<file path="src/rtl/fft_pkg.sv">
// Shared types and elaboration-time helpers for the iterative radix-2 FFT.
// The complex container is wide enough for any supported twiddle width.
package fft_pkg;

  localparam int  CPLX_W = 32;
  localparam real PI     = 3.14159265358979323846;

  typedef struct packed {
    logic signed [CPLX_W-1:0] re;
    logic signed [CPLX_W-1:0] im;
  } cplx_t;

  typedef enum logic [1:0] {
    ST_LOAD    = 2'd0,
    ST_COMPUTE = 2'd1,
    ST_UNLOAD  = 2'd2
  } state_t;

  function automatic int clog2(input int unsigned value);
    int r;
    r = 0;
    for (int i = 0; i < 32; i++) begin
      if ((64'd1 << i) < 64'(value)) r = i + 1;
    end
    return r;
  endfunction

  function automatic int unsigned bitrev(input int unsigned value, input int unsigned bits);
    int unsigned r;
    r = 0;
    for (int i = 0; i < 32; i++) begin
      if (i < bits) r = r | (((value >> i) & 32'd1) << (bits - 1 - i));
    end
    return r;
  endfunction

  // cos and sin of 2*pi*k/n scaled so that +1.0 maps to 2^(tw-1)-1, rounded
  // to nearest; the sign of the imaginary part is applied by the user
  function automatic cplx_t twiddle(input int k, input int n, input int tw);
    cplx_t w;
    real   ang;
    real   scale;
    ang   = 2.0 * PI * real'(k) / real'(n);
    scale = real'((64'd1 << (tw - 1)) - 64'd1);
    w.re  = CPLX_W'($rtoi($floor($cos(ang) * scale + 0.5)));
    w.im  = CPLX_W'($rtoi($floor($sin(ang) * scale + 0.5)));
    return w;
  endfunction

endpackage

</file>
<file path="src/rtl/fft_bfly_r2.sv">
// Radix-2 DIT butterfly, two register stages.
// Stage 1 forms the rounded twiddle product t = B*W; stage 2 forms
// (A+t)>>>1 and (A-t)>>>1. Intermediates are kept wide enough that nothing
// wraps before the final truncation back to DW bits.
module fft_bfly_r2 #(
  parameter int DW = 16,
  parameter int TW = 16
) (
  input  logic                 clk,
  input  logic                 rst,
  input  logic                 in_valid,
  input  logic signed [DW-1:0] a_re,
  input  logic signed [DW-1:0] a_im,
  input  logic signed [DW-1:0] b_re,
  input  logic signed [DW-1:0] b_im,
  input  logic signed [TW-1:0] w_re,
  input  logic signed [TW-1:0] w_im,
  output logic                 out_valid,
  output logic signed [DW-1:0] ao_re,
  output logic signed [DW-1:0] ao_im,
  output logic signed [DW-1:0] bo_re,
  output logic signed [DW-1:0] bo_im
);

  localparam int PW = DW + TW + 1;
  localparam int XW = DW + 2;
  localparam int SW = DW + 3;
  localparam logic signed [PW-1:0] RND = PW'(1) << (TW - 2);

  logic signed [PW-1:0] p_re, p_im;
  logic signed [DW-1:0] a_re_q, a_im_q;
  logic signed [XW-1:0] t_re_q, t_im_q;
  logic                 v_q;
  logic signed [SW-1:0] s_re_p, s_im_p, s_re_m, s_im_m;

  assign p_re = PW'(b_re) * PW'(w_re) - PW'(b_im) * PW'(w_im) + RND;
  assign p_im = PW'(b_re) * PW'(w_im) + PW'(b_im) * PW'(w_re) + RND;

  // stage 1: rounded product and aligned A operand
  always_ff @(posedge clk or negedge rst) begin
    if (!rst) begin
      v_q    <= 1'b0;
      a_re_q <= '0;
      a_im_q <= '0;
      t_re_q <= '0;
      t_im_q <= '0;
    end else begin
      v_q    <= in_valid;
      a_re_q <= a_re;
      a_im_q <= a_im;
      t_re_q <= XW'(p_re >>> (TW - 1));
      t_im_q <= XW'(p_im >>> (TW - 1));
    end
  end

  assign s_re_p = SW'(a_re_q) + SW'(t_re_q);
  assign s_im_p = SW'(a_im_q) + SW'(t_im_q);
  assign s_re_m = SW'(a_re_q) - SW'(t_re_q);
  assign s_im_m = SW'(a_im_q) - SW'(t_im_q);

  // stage 2: sum/difference halved, floor rounding
  always_ff @(posedge clk or negedge rst) begin
    if (!rst) begin
      out_valid <= 1'b0;
      ao_re     <= '0;
      ao_im     <= '0;
      bo_re     <= '0;
      bo_im     <= '0;
    end else begin
      out_valid <= v_q;
      ao_re     <= DW'(s_re_p >>> 1);
      ao_im     <= DW'(s_im_p >>> 1);
      bo_re     <= DW'(s_re_m >>> 1);
      bo_im     <= DW'(s_im_m >>> 1);
    end
  end

endmodule

</file>
<file path="src/rtl/fft_radix2_iter.sv">
// Iterative in-place radix-2 DIT FFT, one butterfly per cycle.
// Optional macro FFT_IFFT_EN adds the 'inverse' input (conjugated twiddles).
//
//   state      | meaning
//   ST_LOAD    | accept N samples, store at bit-reversed address
//   ST_COMPUTE | log2(N) stages of N/2 butterflies + 2 drain cycles each
//   ST_UNLOAD  | present bins 0..N-1 under valid/ready
module fft_radix2_iter import fft_pkg::*; #(
  parameter int N  = 16,
  parameter int DW = 16,
  parameter int TW = 16
) (
  input  logic                 clk,
  input  logic                 rst,
`ifdef FFT_IFFT_EN
  input  logic                 inverse,
`endif
  input  logic                 in_valid,
  output logic                 in_ready,
  input  logic signed [DW-1:0] in_re,
  input  logic signed [DW-1:0] in_im,
  output logic                 out_valid,
  input  logic                 out_ready,
  output logic signed [DW-1:0] out_re,
  output logic signed [DW-1:0] out_im,
  output logic                 out_last,
  output logic                 busy
);

  localparam int L         = clog2(N);
  localparam int AW        = L;
  localparam int TKW       = AW - 1;
  localparam int HALF      = N / 2;
  localparam int STAGE_LEN = HALF + 2;

  state_t               state;
  logic [AW-1:0]        n_cnt, cnt, k_cnt;
  logic [3:0]           stage;
  logic                 inv_r;
  logic                 in_fire;

  logic signed [DW-1:0] buf_re [N];
  logic signed [DW-1:0] buf_im [N];
  logic signed [TW-1:0] rom_cos [HALF];
  logic signed [TW-1:0] rom_sin [HALF];

  logic                 issue;
  logic [AW-1:0]        half_mask, a_addr, b_addr;
  logic [TKW-1:0]       tw_k;
  logic signed [TW-1:0] w_re, w_im;
  logic [AW-1:0]        a_addr_d1, b_addr_d1, a_addr_d2, b_addr_d2;

  logic                 wb_valid;
  logic signed [DW-1:0] wb_a_re, wb_a_im, wb_b_re, wb_b_im;

  for (genvar g = 0; g < HALF; g++) begin : g_rom
    localparam cplx_t TWV = twiddle(g, N, TW);
    assign rom_cos[g] = TWV.re[TW-1:0];
    assign rom_sin[g] = TWV.im[TW-1:0];
  end

  assign in_fire = (state == ST_LOAD) && in_valid && in_ready;

`ifdef FFT_IFFT_EN
  // direction is latched from the first sample of each frame
  always_ff @(posedge clk or negedge rst) begin
    if (!rst) inv_r <= 1'b0;
    else if (in_fire && (n_cnt == '0)) inv_r <= inverse;
  end
`else
  assign inv_r = 1'b0;
`endif

  // butterfly i of stage s: pair spacing 2^s, twiddle index j*N/2^(s+1)
  always_comb begin
    issue     = (state == ST_COMPUTE) && (cnt < AW'(HALF));
    half_mask = (AW'(1) << stage) - AW'(1);
    a_addr    = ((cnt >> stage) << (stage + 4'd1)) | (cnt & half_mask);
    b_addr    = a_addr | (AW'(1) << stage);
    tw_k      = TKW'((cnt & half_mask) << (4'(L - 1) - stage));
    w_re      = rom_cos[tw_k];
    w_im      = inv_r ? rom_sin[tw_k] : -rom_sin[tw_k];
  end

  fft_bfly_r2 #(.DW(DW), .TW(TW)) u_bfly (
    .clk       (clk),
    .rst       (rst),
    .in_valid  (issue),
    .a_re      (buf_re[a_addr]),
    .a_im      (buf_im[a_addr]),
    .b_re      (buf_re[b_addr]),
    .b_im      (buf_im[b_addr]),
    .w_re      (w_re),
    .w_im      (w_im),
    .out_valid (wb_valid),
    .ao_re     (wb_a_re),
    .ao_im     (wb_a_im),
    .bo_re     (wb_b_re),
    .bo_im     (wb_b_im)
  );

  // write-back addresses travel alongside the butterfly pipeline
  always_ff @(posedge clk or negedge rst) begin
    if (!rst) begin
      a_addr_d1 <= '0;
      b_addr_d1 <= '0;
      a_addr_d2 <= '0;
      b_addr_d2 <= '0;
    end else begin
      a_addr_d1 <= a_addr;
      b_addr_d1 <= b_addr;
      a_addr_d2 <= a_addr_d1;
      b_addr_d2 <= b_addr_d1;
    end
  end

  // sample buffer: bit-reversed load, in-place butterfly write-back
  always_ff @(posedge clk) begin
    if (in_fire) begin
      buf_re[AW'(bitrev(32'(n_cnt), L))] <= in_re;
      buf_im[AW'(bitrev(32'(n_cnt), L))] <= in_im;
    end else if (wb_valid) begin
      buf_re[a_addr_d2] <= wb_a_re;
      buf_im[a_addr_d2] <= wb_a_im;
      buf_re[b_addr_d2] <= wb_b_re;
      buf_im[b_addr_d2] <= wb_b_im;
    end
  end

  // frame sequencing with registered handshake and output data
  always_ff @(posedge clk or negedge rst) begin
    if (!rst) begin
      state     <= ST_LOAD;
      n_cnt     <= '0;
      cnt       <= '0;
      stage     <= '0;
      k_cnt     <= '0;
      in_ready  <= 1'b1;
      busy      <= 1'b0;
      out_valid <= 1'b0;
      out_last  <= 1'b0;
      out_re    <= '0;
      out_im    <= '0;
    end else begin
      case (state)
        ST_LOAD: begin
          if (in_fire) begin
            if (n_cnt == AW'(N - 1)) begin
              n_cnt    <= '0;
              cnt      <= '0;
              stage    <= '0;
              in_ready <= 1'b0;
              busy     <= 1'b1;
              state    <= ST_COMPUTE;
            end else begin
              n_cnt <= n_cnt + AW'(1);
            end
          end
        end
        ST_COMPUTE: begin
          if (cnt == AW'(STAGE_LEN - 1)) begin
            cnt <= '0;
            if (stage == 4'(L - 1)) begin
              k_cnt <= '0;
              state <= ST_UNLOAD;
            end else begin
              stage <= stage + 4'd1;
            end
          end else begin
            cnt <= cnt + AW'(1);
          end
        end
        ST_UNLOAD: begin
          if (!out_valid) begin
            out_re    <= buf_re[k_cnt];
            out_im    <= buf_im[k_cnt];
            out_last  <= (k_cnt == AW'(N - 1));
            out_valid <= 1'b1;
          end else if (out_ready) begin
            if (out_last) begin
              out_valid <= 1'b0;
              out_last  <= 1'b0;
              k_cnt     <= '0;
              in_ready  <= 1'b1;
              busy      <= 1'b0;
              state     <= ST_LOAD;
            end else begin
              out_re   <= buf_re[k_cnt + AW'(1)];
              out_im   <= buf_im[k_cnt + AW'(1)];
              out_last <= ((k_cnt + AW'(1)) == AW'(N - 1));
              k_cnt    <= k_cnt + AW'(1);
            end
          end
        end
        default: state <= ST_LOAD;
      endcase
    end
  end

endmodule

</file>
<file path="config.mk">
export PLATFORM = sky130hd
export DESIGN_NAME = fft_radix2_iter
export DESIGN_NICKNAME = d
export VERILOG_FILES = /design/src/rtl/fft_pkg.sv /design/src/rtl/fft_bfly_r2.sv /design/src/rtl/fft_radix2_iter.sv
export SDC_FILE = /design/constraint.sdc
export NUM_CORES = 2
export LEC_CHECK = 0
export BUFFER_PORTS_ARGS = -buffer_cell sky130_fd_sc_hd__buf_2
export CORE_MARGIN = 2
export CORE_UTILIZATION = 25
export CTS_BUF_LIST = sky130_fd_sc_hd__clkbuf_2 sky130_fd_sc_hd__clkbuf_4 sky130_fd_sc_hd__clkbuf_8
export CTS_CLUSTER_SIZE = 28
export DETAILED_ROUTE_END_ITERATION = 8
export SLEW_MARGIN = 10
export SYNTH_ARGS = -nofsm -noshare
export SYNTH_HDL_FRONTEND = slang
export SYNTH_SLANG_ARGS = --single-unit
</file>
<file path="constraint.sdc">
create_clock -name clk -period 13.69 [get_ports clk]
set_input_delay 0.6845 -clock clk [delete_from_list [all_inputs] [get_ports clk]]
set_output_delay 0.6845 -clock clk [all_outputs]
set_load 0.03 [all_outputs]
</file>
Word-level counts from Yosys, hierarchy flattened
Memories as Yosys holds them, arrays and structs flattened. A register that Yosys moved wholly into a read port is not among the register bits.
Cells that the tools add are included.

storage, ports and cells
  bits in registers = 170
  memory bits (writable) = 512
  memory bits (read-only) = 256
  input bits = 36
  output and inout port bits = 36
  logic and storage cells = 160
  memories = 4

memories
  memory           words  width  rd ports  clocked after memory_dff  wr ports  RTL line               source
  buf_im           16     16     4         1                         2         fft_radix2_iter.sv:43  logic signed [DW-1:0] buf_im [N];
  buf_re           16     16     4         1                         2         fft_radix2_iter.sv:42  logic signed [DW-1:0] buf_re [N];
  (no name shown)  8      16     1         0                         0         fft_radix2_iter.sv:82  w_im = inv_r ? rom_sin[tw_k] : -rom_sin[tw_k];
  (no name shown)  8      16     1         0                         0         fft_radix2_iter.sv:81  w_re = rom_cos[tw_k];

cells by class
  add/sub/neg operators = 15
  $mul = 4
  magnitude comparators = 2
  eq/ne operators = 17
  shifts and indexed selects = 4
  mux-type cells = 65
  bitwise operators = 7
  reductions and logical operators = 19

operators with widths
  kind                      number
  $mux W16                  12
  $mul A16 B16 Y32          4
  $mux W4                   17
  $add A32 B16 Y32 const B  2
  $add A16 B17 Y17          2
  $sub A16 B17 Y17          2
  $add A32 B32 Y32          1
  $reduce_or A16 Y1         2
  $sub A32 B32 Y32          1
  $pmux W4 S2               3
  $mux W1                   23
  $add A4 B1 Y4 const B     4
  $eq A4 B4 Y1 const B      4
  $neg A16 Y16              1
  $mux W2                   7
  $ne A2 B2 Y1 const B      6
  $reduce_and A5 Y1         2
  $ne A2 B1 Y1 const B      4
  $or A4 B4 Y4              2
  $reduce_and A7 Y1         1
  $pmux W2 S3               1
  $reduce_and A3 Y1         2
  $reduce_and A6 Y1         1
  $reduce_bool A2 Y1        3
  other kinds (21)          26

Logic depth before layout (Yosys ltp)
  word-level depth = 12
  depth in mapped cells = 47
  gate-level depth less buffers = 44

By module
A second synthesis with hierarchy kept.

second synthesis, totals
  cells, all modules = 9229
  area, all modules = 86952.1 sq um

by module, submodules not included
  module           times used  cells an instance  area an instance (sq um)  sequential area each (sq um)
  fft_bfly_r2      1           4697               45008.2                   3303.2
  fft_radix2_iter  1           4532               41944.0                   17127.7

Least setup slack after synthesis
Ideal clock, no wire load.

  path kind = reg-to-reg
  from = reg stage[0]
  to = reg u_bfly.t_im_q[15]
  setup time = 0.080 ns
  data arrival time = 10.331 ns
  data required time = 13.610 ns
  slack = 3.279 ns
  stages on the path, launching flop included = 46
  buffers on the path = 7
  period minus slack after synthesis = 10.411 ns
  cell sequence = dfrtp_1 -> buf_2 -> buf_2 -> nand4_1 -> ha_1 -> or3b_2 -> a211oi_1 -> o21ai_0 -> clkbuf_1 -> o21ai_1 -> buf_2 -> inv_1 -> clkbuf_1 -> ha_1 -> nand2_1 -> and2_1 -> clkbuf_1 -> clkbuf_1 -> (+10 left out) -> inv_1 -> fa_1 -> inv_1 -> fa_1 -> ha_1 -> a21oi_1 -> o22ai_1 -> o21a_1 -> o21ai_0 -> nand2b_1 -> a21oi_1 -> o21ai_0 -> nor3_1 -> a211o_1 -> a21oi_1 -> or3_1 -> a21oi_1 -> xnor2_1

on the way
  longest elaborated chain between the ends = 12
  elaborated cells between the ends (all ways) = 24
  those cells by class = 6 x add/sub; 2 x mul; 4 x shift; 4 x mux; 4 x bitwise; 4 x memory

ends and longest elaborated chain
  what                                          RTL line                                      source
  from (decl)                                   fft_radix2_iter.sv:38                         logic [3:0] stage;
  from (signal assigned)                        fft_radix2_iter.sv:167                        stage <= stage + 4'd1;
  $shl A1 B4 Y4                                 fft_radix2_iter.sv:77, fft_radix2_iter.sv:79
  $sub A4 B2 Y4                                 fft_radix2_iter.sv:77                         half_mask = (AW'(1) << stage) - AW'(1);
  $and A4 B4 Y4                                 fft_radix2_iter.sv:78, fft_radix2_iter.sv:80
  $shl A4 B4 Y3                                 fft_radix2_iter.sv:80                         tw_k = TKW'((cnt & half_mask) << (4'(L - 1) - stage));
  $not A3 Y4 (not written as such)              fft_radix2_iter.sv:81, fft_radix2_iter.sv:82
  $mem_v2 Z8 W16                                -
  $mux W16 (not written as such) (2 in series)  fft_radix2_iter.sv:82
  $neg A16 Y16                                  fft_radix2_iter.sv:82
  $mul A16 B16 Y32                              fft_bfly_r2.sv:37                             assign p_im = PW'(b_re) * PW'(w_im) + PW'(b_im) * PW'(w_re) + RND;
  $add A32 B32 Y32 (*)                          fft_bfly_r2.sv:37
  $add A32 B16 Y32 (*)                          fft_bfly_r2.sv:37
  via u_bfly.p_im[30]                           fft_bfly_r2.sv:30                             logic signed [PW-1:0] p_re, p_im;
  to (signal assigned)                          fft_bfly_r2.sv:52                             t_im_q <= XW'(p_im >>> (TW - 1));
  to (decl)                                     fft_bfly_r2.sv:32                             logic signed [XW-1:0] t_re_q, t_im_q;

Mark *: on every way through the listed nets, which the timed path passes. The rest lies on a longest branch. The select of a mux whose other input is x is not followed.
A chain may end at the register's enable or synchronous reset.

Worst setup path in the final report
Same ends and word-level chain as after synthesis.

==> implementation parameters <==
Parameter                              Value

Yosys
  Post-synthesis instance area ... 85,300 µm²
  Sequential fraction of the synthesis area ... a little under a quarter
  Most instantiated flip-flop cell in the synthesis netlist ... sky130_fd_sc_hd__edfxtp_1
  Post-synthesis cell type count ... between 90 and 100
  Synth Net Count ... 10.9k
  Number of synthesis warnings ... 0
  Cells after Synth ... 9,317
  Mapped Avg Cell Area ... roughly 9.2 µm²
  Top-area cell type share of the netlist area ... 26.9%
  Post-synthesis register bit count ... between 700 and 800
  Count of flip-flops with a built-in enable after synthesis ... slightly above 500
  Async S/R FF share, synth ... approximately 28%
  Cell type with the largest total area after synthesis ... sky130_fd_sc_hd__fa_1
  Synth area leaders ... sky130_fd_sc_hd__fa_1 (27%), sky130_fd_sc_hd__edfxtp_1 (18%), sky130_fd_sc_hd__mux4_2 (8.4%)

Power
  Maximum vdd drop ... approximately 0.091 mV
  Pwr per Cell Area ... between 50 and 60 nW/µm²
  LEAKAGE ... just over 40 nW

Critical path
  Kind of cell adding the most delay to the critical path ... adder cells
  Critical path capture point type ... flop
  Crit path buf inv count ... 5
  Most frequent cell on the critical path ... sky130_fd_sc_hd__fa_1
  Element type at the critical path start ... flop
  Largest incremental delay on the critical path ... approximately 0.7 ns
  Worst-path maximum fanout ... 18
  Worst Setup Path Type ... reg2reg
  Crit path arrival time ... around 13 ns
  Data required time at the worst endpoint ... around 14 ns
  CP max stage cell ... sky130_fd_sc_hd__dfrtp_1

Floorplan
  Die span in y ... a little under 600 µm
  Top-level port count ... 72
  Cell Rows ... ~210
  Overall die area ... 346,000 µm²
  Die width ... roughly 590 µm
  Std-Cell Core Area ... roughly 340,000 µm²
  Initial Utilization ... between 20% and 30%

STA
  Number of hold violations in the final report ... 0
  Slew HR ... ~8.4%
  Total negative slack ... 0 ns
  Count of final max-slew check failures ... 0
  Final setup slack of the worst path ... between 1 and 1.5 ns
  Minimum clock period ... ~12 ns
  Setup violations, final ... 0
  Fin crit share ... between 90% and 100%
  Slew at the pin closest to its max-slew limit ... 1.37 ns
  Highest achievable clock rate ... between 0.08 and 0.09 GHz
  Clock skew ... about 0.038 ns
  Unrepaired setup endpoints after global routing ... false

Final layout
  Syn-to-layout area delta ... 10.3%
  Layout cells sized above 1 ... 10.4%
  Number of standard cells in the final layout excluding fillers ... approximately 14k
  Net count, final ... approximately 11k

Route
  Sum of met3 wire segment lengths after detailed routing ... around 42,000 µm
  Total routed wire length on the met1 layer ... ~120,000 µm
  Routed vias ... approximately 70k
  Routed len/inst ... about 24 µm
  Remaining routing DRC violations ... 0
  Final WL ... 324,000 µm
  Number of nets with antenna violations after detailed routing ... 0
  Routed length on met2 ... 140,000 µm
  Top sig layer ... met5
  Detailed router's first-iteration violation count ... about 9.4k
  Detailed Routing Iterations Pass 1 ... 8
  Routed via count divided by cell count ... roughly 5

GRT
  Wire length of the first global-routing pass ... around 480,000 µm
  GR Overflow Total ... 0
  Overall fraction of global-route tracks in use ... a little under a fifth
  Via count of the first global-routing pass ... between 60k and 70k
  Antenna violations before repair ... 32
  Largest net degree at the start of global routing ... 161

Clock tree
  CTS root buffer ... sky130_fd_sc_hd__clkbuf_8
  CTS tree ... yes
  Clk Latency, worst-skew pair ... ~0.91 ns
  Worst-path clk slew ... 0.07 ns
  H-tree depth reported by CTS ... 4
  Number of buffers added by the clock tree synthesis step ... ~140
  Number of sinks on the clock net ... around 700
  Max Root-Sink Buffers ... 3

Run
  Maxcap violations ... 0

Place
  Gp weighted congestion ... 0.940
  Total instance count after detailed placement ... between 10k and 15k
  DP Wirelength ... ~220,000 µm
  Buffers on Ports ... just over 70
  Post-Place Worst Slack ... between 1.5 and 2 ns

Min path
  Hold Crit Class ... in2reg

Status
  Outcome ... completed
tightest hold or removal path, stage by stage:
cell and delay (ns):
sky130_fd_sc_hd__buf_2 0.13, sky130_fd_sc_hd__nand3_1 0.10, sky130_fd_sc_hd__nand2_1 0.06, sky130_fd_sc_hd__o21ai_0 0.06
where the power goes:
part           internal, mW  switching, mW  total [mW]
Clock                  1.29           1.05        2.34
Combinational        0.0371         0.0726       0.110
Sequential             2.32              0        2.32
Total                  3.65           1.12        4.77
area by class of cell:
class                   instances  area (µm²)
fillers                     35748      246000
well taps                    4536        5680
diodes                         14        35.0
flip-flops and latches        714       20400
clock buffers                 207        2570
repair buffers                286        2120
clock inverters                45         352
multi-input cells            6462       57300
inverters                    1487        5610
stage by stage:
stage	power, mW	cell area, µm²	hold slack, ns	utilization, %
after floorplan	2.42	85300	0.331	-
after global placement	2.47	91100	0.332	26.8
after detailed placement	2.47	91100	0.335	26.8
after CTS	4.79	94000	0.103	27.7
after global routing	4.88	94000	0.196	27.7
final	4.77	94100	0.173	27.7
registers in the layout, indices dropped and copies added (netlist names), 16 cells and up:
signal	cells
buf_im	256
buf_re	256
out_im	16
out_re	16
u_bfly.a_im_q	16
u_bfly.a_re_q	16
u_bfly.ao_im	16
u_bfly.ao_re	16
u_bfly.bo_im	16
u_bfly.bo_re	16
u_bfly.t_im_q	17
u_bfly.t_re_q	17
cell families (layout without fill, tap and decap cells):
logic type      after synthesis  count (layout)  synth area share, %
compound gates             1073            1073                 7.39
xor+xnor                    144             144                 1.50
fa+ha+maj                  1519            1519                 32.4
buf+inv                    2141            2025                 9.50
flops                       714             714                 24.0
mux                         368             368                 9.03
other cells                   0              14                    0
simple gates               3358            3358                 16.3
cell usage in the layout (no fill, tap or decap), types with 10 or more instances in the layout:
cell and n:
sky130_fd_sc_hd__nor2_1 959, sky130_fd_sc_hd__o211ai_1 27, sky130_fd_sc_hd__ha_1 372, sky130_fd_sc_hd__fa_1 1146, sky130_fd_sc_hd__nor3_1 34, sky130_fd_sc_hd__a311oi_1 74
sky130_fd_sc_hd__a31oi_1 86, sky130_fd_sc_hd__mux2i_1 40, sky130_fd_sc_hd__o21ai_0 52, sky130_fd_sc_hd__a21oi_1 637, sky130_fd_sc_hd__edfxtp_1 512, sky130_fd_sc_hd__clkinv_1 23
sky130_fd_sc_hd__nand2_1 1626, sky130_fd_sc_hd__o21ai_1 18, sky130_fd_sc_hd__o21bai_1 23, sky130_fd_sc_hd__a21o_1 21, sky130_fd_sc_hd__xor2_1 41, sky130_fd_sc_hd__o21a_1 35
sky130_fd_sc_hd__and2_1 23, sky130_fd_sc_hd__inv_1 1477, sky130_fd_sc_hd__and3_1 51, sky130_fd_sc_hd__o21ai_4 17, sky130_fd_sc_hd__buf_4 203, sky130_fd_sc_hd__or2_2 10
sky130_fd_sc_hd__clkbuf_4 45, sky130_fd_sc_hd__buf_12 11, sky130_fd_sc_hd__nand2b_1 42, sky130_fd_sc_hd__clkbuf_8 162, sky130_fd_sc_hd__o21ai_2 16, sky130_fd_sc_hd__nor2b_1 10
sky130_fd_sc_hd__diode_2 14, sky130_fd_sc_hd__nand3_1 528, sky130_fd_sc_hd__xnor2_1 99, sky130_fd_sc_hd__nand2_4 12, sky130_fd_sc_hd__mux4_2 320, sky130_fd_sc_hd__dfrtp_1 196
sky130_fd_sc_hd__buf_2 70
cell usage after synthesis, types with 7 or more instances:
cell type                     n
sky130_fd_sc_hd__nand2_1   1638
sky130_fd_sc_hd__inv_1     1479
sky130_fd_sc_hd__fa_1      1146
sky130_fd_sc_hd__nor2_1     961
sky130_fd_sc_hd__a21oi_1    640
sky130_fd_sc_hd__nand3_1    532
sky130_fd_sc_hd__edfxtp_1   512
sky130_fd_sc_hd__clkbuf_1   501
sky130_fd_sc_hd__ha_1       373
sky130_fd_sc_hd__mux4_2     320
sky130_fd_sc_hd__dfrtp_1    201
sky130_fd_sc_hd__buf_1      130
sky130_fd_sc_hd__xnor2_1    101
sky130_fd_sc_hd__o21ai_0     89
sky130_fd_sc_hd__a31oi_1     86
sky130_fd_sc_hd__a311oi_1    74
sky130_fd_sc_hd__and3_1      52
sky130_fd_sc_hd__nand2b_1    43
sky130_fd_sc_hd__xor2_1      42
sky130_fd_sc_hd__mux2i_1     41
sky130_fd_sc_hd__o21a_1      35
sky130_fd_sc_hd__nor3_1      34
sky130_fd_sc_hd__o211ai_1    27
sky130_fd_sc_hd__and2_1      25
sky130_fd_sc_hd__o21bai_1    23
sky130_fd_sc_hd__a21o_1      21
sky130_fd_sc_hd__buf_2       16
sky130_fd_sc_hd__o21ai_1     14
sky130_fd_sc_hd__nor2b_1     10
sky130_fd_sc_hd__or2_2       10
sky130_fd_sc_hd__nand3b_1     8
sky130_fd_sc_hd__a211oi_1     7
sky130_fd_sc_hd__or3_1        7
path summary, 6_finish.rpt:
kind                       cells past startpoint  slack [ns]                end          from
max                                           36        1.30  u_bfly.t_im_q[15]      stage[0]
min                                            4        0.17           state[1]     out_ready
max reg2reg                                   36        1.30  u_bfly.t_im_q[15]      stage[0]
min reg2reg                                    0        0.34       a_addr_d2[1]  a_addr_d1[1]
max in group asynchronous                      4       11.06   u_bfly.t_re_q[4]           rst
min in group asynchronous                      2        0.37         out_im[14]           rst
per-layer routing:
metal,up-vias,track usage [%]
met5,-,0.328
met2,4839,28.0
met1,34601,23.7
met3,1087,5.37
li1,29605,-
met4,26,11.2
what timing repair did:
action	4_1_cts	5_1_grt
hold endpoints to repair	57	0
hold buffers	1	0
setup buffers	0	0
resized for setup	0	0
No activity file was read; power rests on OpenSTA's default activity.
